<file path="config.mk">
export PLATFORM = sky130hd
export DESIGN_NAME = operand_scaler_pipe
export DESIGN_NICKNAME = d
export VERILOG_FILES = /design/src/rtl/operand_tf_pkg.sv /design/src/rtl/scaler_lane.sv /design/src/rtl/operand_scaler_pipe.sv
export SDC_FILE = /design/constraint.sdc
export NUM_CORES = 1
export LEC_CHECK = 0
export CAP_MARGIN = 20
export CORE_ASPECT_RATIO = 0.6
export CORE_MARGIN = 8
export CORE_UTILIZATION = 56
export DETAILED_ROUTE_END_ITERATION = 8
export HOLD_SLACK_MARGIN = 0.02
export PLACE_DENSITY = 0.82
export SLEW_MARGIN = 15
export SYNTH_ARGS = -nofsm -noshare
export SYNTH_HDL_FRONTEND = slang
export SYNTH_SLANG_ARGS = --single-unit
</file>
<file path="constraint.sdc">
create_clock -name clk -period 5.6 [get_ports clk]
set_input_delay 1.12 -clock clk [delete_from_list [all_inputs] [get_ports clk]]
set_output_delay 1.12 -clock clk [all_outputs]
set_load 0.05 [all_outputs]
</file>
<file path="src/rtl/operand_tf_pkg.sv">
// Shared types and helpers for the Operand Transformer blocks.
//   scale_mode_e : overflow handling mode of the power-of-two scaler
//   lead_one_pos : index of the most significant set bit (0 for a zero input)
package operand_tf_pkg;

    typedef enum logic [1:0] {
        SCALE_NORM = 2'd0,
        SCALE_SAT  = 2'd1,
        SCALE_WRAP = 2'd2
    } scale_mode_e;

    // Functions cannot take type parameters, so the helper works on a fixed
    // wide operand; callers zero-extend their element and truncate the result
    // to the index width they need. Elements wider than LOP_MAX_W are unsupported.
    localparam int LOP_MAX_W = 64;
    localparam int LOP_IDX_W = $clog2(LOP_MAX_W);

    function automatic logic [LOP_IDX_W-1:0] lead_one_pos(input logic [LOP_MAX_W-1:0] v);
        lead_one_pos = '0;
        for (int i = 0; i < LOP_MAX_W; i++) begin
            if (v[i]) lead_one_pos = LOP_IDX_W'(i);
        end
    endfunction

endpackage

</file>
<file path="src/rtl/scaler_lane.sv">
// Combinational per-lane power-of-two scaler.
//   elem   : unsigned element
//   lop    : leading-one position of elem (ignored when zero=1)
//   zero   : elem is zero
//   scale  : requested left shift
//   mode   : scale_mode_e (reserved encoding behaves as NORM)
//   result : scaled element
//   ovf    : requested shift would lose significant bits
//   shift  : shift actually applied
module scaler_lane
    import operand_tf_pkg::*;
#(
    parameter int DATA_W  = 8,
    parameter int SCALE_W = 8,
    parameter int LOP_W   = 3
) (
    input  logic [DATA_W-1:0]  elem,
    input  logic [LOP_W-1:0]   lop,
    input  logic               zero,
    input  logic [SCALE_W-1:0] scale,
    input  logic [1:0]         mode,
    output logic [DATA_W-1:0]  result,
    output logic               ovf,
    output logic [SCALE_W-1:0] shift
);

    // One bit wider than either addend so lop + scale cannot wrap.
    localparam int SUM_W = ((SCALE_W > LOP_W) ? SCALE_W : LOP_W) + 1;

    logic [SUM_W-1:0] reach;
    logic             fits;
    logic [LOP_W-1:0] norm_amt;

    assign reach    = SUM_W'(lop) + SUM_W'(scale);
    assign fits     = (reach <= SUM_W'(DATA_W - 1));
    assign norm_amt = LOP_W'(DATA_W - 1) - lop;

    // A shift count >= DATA_W yields zero, which is exactly the WRAP rule.
    always_comb begin
        result = '0;
        ovf    = 1'b0;
        shift  = '0;
        if (!zero) begin
            if (fits) begin
                result = elem << scale;
                shift  = scale;
            end else begin
                ovf = 1'b1;
                case (scale_mode_e'(mode))
                    SCALE_SAT: begin
                        result = '1;
                        shift  = scale;
                    end
                    SCALE_WRAP: begin
                        result = elem << scale;
                        shift  = scale;
                    end
                    default: begin
                        result = elem << norm_amt;
                        shift  = SCALE_W'(norm_amt);
                    end
                endcase
            end
        end
    end

endmodule

</file>
<file path="src/rtl/operand_scaler_pipe.sv">
// Two-stage multi-lane power-of-two scaler with valid/ready on both sides.
// Stage 1 captures the transaction plus per-lane leading-one position and
// zero flag; stage 2 captures the scaled results.
//   clk, reset            : clock, synchronous active-high reset
//   in_valid/in_ready     : input handshake
//   in_elem               : LANES unsigned elements, lane i at [i*DATA_W +: DATA_W]
//   in_scale, in_mode     : shared shift amount and overflow mode
//   out_valid/out_ready   : output handshake
//   out_elem/out_ovf/out_shift : per-lane result, overflow flag, applied shift
module operand_scaler_pipe
    import operand_tf_pkg::*;
#(
    parameter int DATA_W  = 8,
    parameter int SCALE_W = 8,
    parameter int LANES   = 4
) (
    input  logic                       clk,
    input  logic                       reset,
    input  logic                       in_valid,
    output logic                       in_ready,
    input  logic [LANES*DATA_W-1:0]    in_elem,
    input  logic [SCALE_W-1:0]         in_scale,
    input  logic [1:0]                 in_mode,
    output logic                       out_valid,
    input  logic                       out_ready,
    output logic [LANES*DATA_W-1:0]    out_elem,
    output logic [LANES-1:0]           out_ovf,
    output logic [LANES*SCALE_W-1:0]   out_shift
);

    localparam int LOP_W = $clog2(DATA_W);

    logic [LANES-1:0][DATA_W-1:0]  in_lanes;
    logic [LANES-1:0][LOP_W-1:0]   in_lop;
    logic [LANES-1:0]              in_zero;

    logic                          s1_valid;
    logic [LANES-1:0][DATA_W-1:0]  s1_elem;
    logic [LANES-1:0][LOP_W-1:0]   s1_lop;
    logic [LANES-1:0]              s1_zero;
    logic [SCALE_W-1:0]            s1_scale;
    logic [1:0]                    s1_mode;

    logic [LANES-1:0][DATA_W-1:0]  lane_res;
    logic [LANES-1:0]              lane_ovf;
    logic [LANES-1:0][SCALE_W-1:0] lane_shift;

    logic                          s2_valid;
    logic [LANES-1:0][DATA_W-1:0]  s2_elem;
    logic [LANES-1:0]              s2_ovf;
    logic [LANES-1:0][SCALE_W-1:0] s2_shift;

    logic                          s2_free;

    assign in_lanes = in_elem;

    // Stage 2 can take new data when empty or being drained this cycle;
    // stage 1 can then always move forward, so in_ready depends only on
    // pipeline state and out_ready.
    assign s2_free  = !s2_valid || out_ready;
    assign in_ready = !s1_valid || s2_free;

    assign out_valid = s2_valid;
    assign out_elem  = s2_elem;
    assign out_ovf   = s2_ovf;
    assign out_shift = s2_shift;

    for (genvar i = 0; i < LANES; i++) begin : g_lane
        assign in_zero[i] = (in_lanes[i] == '0);
        assign in_lop[i]  = LOP_W'(lead_one_pos(LOP_MAX_W'(in_lanes[i])));

        scaler_lane #(
            .DATA_W  (DATA_W),
            .SCALE_W (SCALE_W),
            .LOP_W   (LOP_W)
        ) u_lane (
            .elem   (s1_elem[i]),
            .lop    (s1_lop[i]),
            .zero   (s1_zero[i]),
            .scale  (s1_scale),
            .mode   (s1_mode),
            .result (lane_res[i]),
            .ovf    (lane_ovf[i]),
            .shift  (lane_shift[i])
        );
    end

    always_ff @(posedge clk) begin
        if (reset) begin
            s1_valid <= 1'b0;
            s1_elem  <= '0;
            s1_lop   <= '0;
            s1_zero  <= '0;
            s1_scale <= '0;
            s1_mode  <= '0;
            s2_valid <= 1'b0;
            s2_elem  <= '0;
            s2_ovf   <= '0;
            s2_shift <= '0;
        end else begin
            if (in_ready) begin
                s1_valid <= in_valid;
                if (in_valid) begin
                    s1_elem  <= in_lanes;
                    s1_lop   <= in_lop;
                    s1_zero  <= in_zero;
                    s1_scale <= in_scale;
                    s1_mode  <= in_mode;
                end
            end
            // Result registers only load with a real transaction, so they
            // hold steady while the consumer stalls.
            if (s2_free) begin
                s2_valid <= s1_valid;
                if (s1_valid) begin
                    s2_elem  <= lane_res;
                    s2_ovf   <= lane_ovf;
                    s2_shift <= lane_shift;
                end
            end
        end
    end

endmodule

</file>
==> results.json <==
{
  "status": "finished, final reports clean",
  "clkTransAtPathRegs_ns": 0.05,
  "n_antenna_cell": 0,
  "slew_violations": 0,
  "layout_commonest_cell": "nand2_1",
  "drtIter0Drc": 1286,
  "fin_crit_ns": 3.98,
  "tns_ns": 0,
  "path_class": "in2out",
  "clkSinkCount": 128,
  "start_util": 0.565,
  "final_cell_mix": "nand2_1, dfxtp_1, clkdlybuf4s50_1, nor2_1, mux2i_1",
  "synth_area_mm2": 0.00758,
  "fin_skew_ns": 0.0108,
  "p_leak_nw": 3.49,
  "grt_antenna_before_repair": 1,
  "startpoint": "out_ready",
  "final_area_mm2": 0.00938,
  "cp-start-kind": "input pin",
  "avgViaCountPerCell": 6.60,
  "post_cts_resized": 0,
  "yosysUniqueCellTypes": 66,
  "wl_um": 26000,
  "synth_edf_count": 0,
  "arrival_ns": 2.86,
  "grt_pass1_vias": 7133,
  "slew_headroom": 0.197,
  "hp-class": "reg2reg",
  "cts_tree": "done",
  "synthArstFlopShare": 0,
  "pin_count": 116,
  "die_area_mm2": 0.0176,
  "cp_max_fo": 6,
  "cp.required_ns": 4.48,
  "drive_above_1_share": 0.0884,
  "period_share": 0.711,
  "finalSetupViolCount": 0,
  "ys_seq_elements": 128,
  "regToRegEndpoint": "out_elem[21]",
  "synth_top_area_share": 0.338,
  "final_hold_viol_count": 0,
  "grt_max_degree": 65,
  "insertion_delay_ns": 0.42,
  "drtAntennaViolNets": 0,
  "n_fill_cell": 1041,
  "grt_pass1_wl_um": 40700,
  "max_freq_mhz": 251,
  "rows": 33,
  "cts_buffers": 17,
  "syn_nets": 980,
  "wl_per_cell_um": 22.2,
  "htree_levels": 4,
  "rrSetupSlack_ns": 2.22,
  "ys_warn_count": 0,
  "place.port_buffers": 115,
  "postSynthAreaPerCell_um2": 8.28,
  "synth_area_leaders": "dfxtp_1, mux2i_1, nand2_1",
  "synth_flop_cell": "dfxtp_1",
  "hpwl_um": 18300,
  "die_h_um": 106,
  "powerDensity_mw_per_mm2": 309,
  "crit_end": "in_ready",
  "cap_violations": 0,
  "vias": 7730,
  "place_congestion": 1.01,
  "syn2layout_area_growth_pct": 23.7,
  "clockRootBuffer": "clkbuf_16",
  "first_pass_iters": 6,
  "syn_inst": 916,
  "core-area_mm2": 0.0134,
  "critPathCaptureType": "primary output",
  "dpl_cell_area_mm2": 0.00872,
  "cts_setup_buffers": 0,
  "track_usage": 0.286,
  "gr-total-overflow": 0,
  "postCtsHoldBufs": 0,
  "yosys.area.top_type": "dfxtp_1",
  "nNetsFinal": 1047,
  "fin_cells": 1171,
  "die_x_um": 166,
  "r2r_start": "s1_mode[0]",
  "rsz0062_at_grt": "no",
  "drc": 0,
  "ir_drop_mv": 0.201,
  "tightestPinTransition_ns": 1.19,
  "placedCellCount": 1138,
  "reg2regPathDepth": 6,
  "synth-seq-area-share": 0.338,
  "cts.path.max_buffers": 2
}
-- stage by stage --
step	hold slack (ns)	worst slack (ns)	total power (W)	utilization
2_1_floorplan	0.445	2.66	0.00146	-
3_3_place_gp	0.435	1.77	0.00167	0.650
3_5_place_dp	0.451	1.75	0.00167	0.650
4_1_cts	0.460	1.66	0.00288	0.698
5_1_grt	0.475	1.57	0.00299	0.699
6_report	0.456	1.62	0.00290	0.699
-- power breakdown --
part / internal [W] / switching (W) / total (W)
clock: 0.000765 / 0.000449 / 0.00121
sequential: 0.000958 / 0.0000792 / 0.00104
combinational: 0.000244 / 0.000405 / 0.000649
-- metal layers --
metal,up-vias,track usage,part of all wire
met5,-,0,0.00038
met4,2,0.0627,0.014
met3,55,0.132,0.16
met2,602,0.363,0.38
met1,3580,0.422,0.45
li1,3491,-,-
-- how the worst min path moves through the flow --
stage          depth (start not counted)       endpoint          start  slack (ns)
2_1_floorplan                          2    s1_elem[31]    s1_elem[31]        0.45
3_3_place_gp                           2   out_elem[20]   out_elem[20]        0.44
3_5_place_dp                           2   out_elem[16]   out_elem[16]        0.45
4_1_cts                                2  out_shift[10]  out_shift[10]        0.46
5_1_grt                                2  out_shift[10]  out_shift[10]        0.48
6_report                               2   out_elem[20]   out_elem[20]        0.46
-- worst max-delay path, stage by stage --
cell and delay (ns):
clkdlybuf4s50_1 0.41, nor2b_1 0.39, nand2_1 0.20, clkdlybuf4s50_1 0.74
-- flip-flops by register name (all words and copies together), names as in the netlist --
signal / cells
s1_valid: 1
out_shift: 32
s1_scale: 8
out_ovf: 4
s1_lop: 12
out_elem: 32
s1_zero: 4
s1_elem: 32
s1_mode: 2
out_valid: 1
-- cells in the mapped netlist, types with 7 or more instances --
master / number
buf_1: 8
nand4_1: 9
a21o_1: 7
mux2_2: 15
a32oi_1: 12
a2bb2oi_1: 12
nor2_1: 72
nand3_1: 16
dfxtp_1: 128
a21oi_1: 67
a32o_1: 22
ha_1: 14
a22o_1: 9
mux4_2: 12
o21ai_0: 31
mux2i_1: 71
nand2_1: 158
a211oi_1: 11
clkbuf_1: 63
nor4_1: 10
inv_1: 22
nor3_1: 16
nand2b_1: 9
-- logic make-up after synthesis --
kind of cell / share of synthesized area
AO/OA/AOI/OAI: 0.236
adder cells (fa/ha/maj): 0.0337
buffers and inverters: 0.0530
flip-flops: 0.338
AND/OR/NAND/NOR: 0.187
multiplexers: 0.152
-- layout make-up --
class                           count  area [um^2]  share of cell area
Multi-Input combinational cell    687         4630               0.494
Timing Repair Buffer              125         1230               0.132
Sequential cell                   128         2560               0.273
Inverter                           24         90.1             0.00960
Clock buffer                       18          439              0.0468
Clock inverter                     14          205              0.0219
Tap cell                          175          219              0.0233
Note: power is estimated with default switching activity, not from simulation.
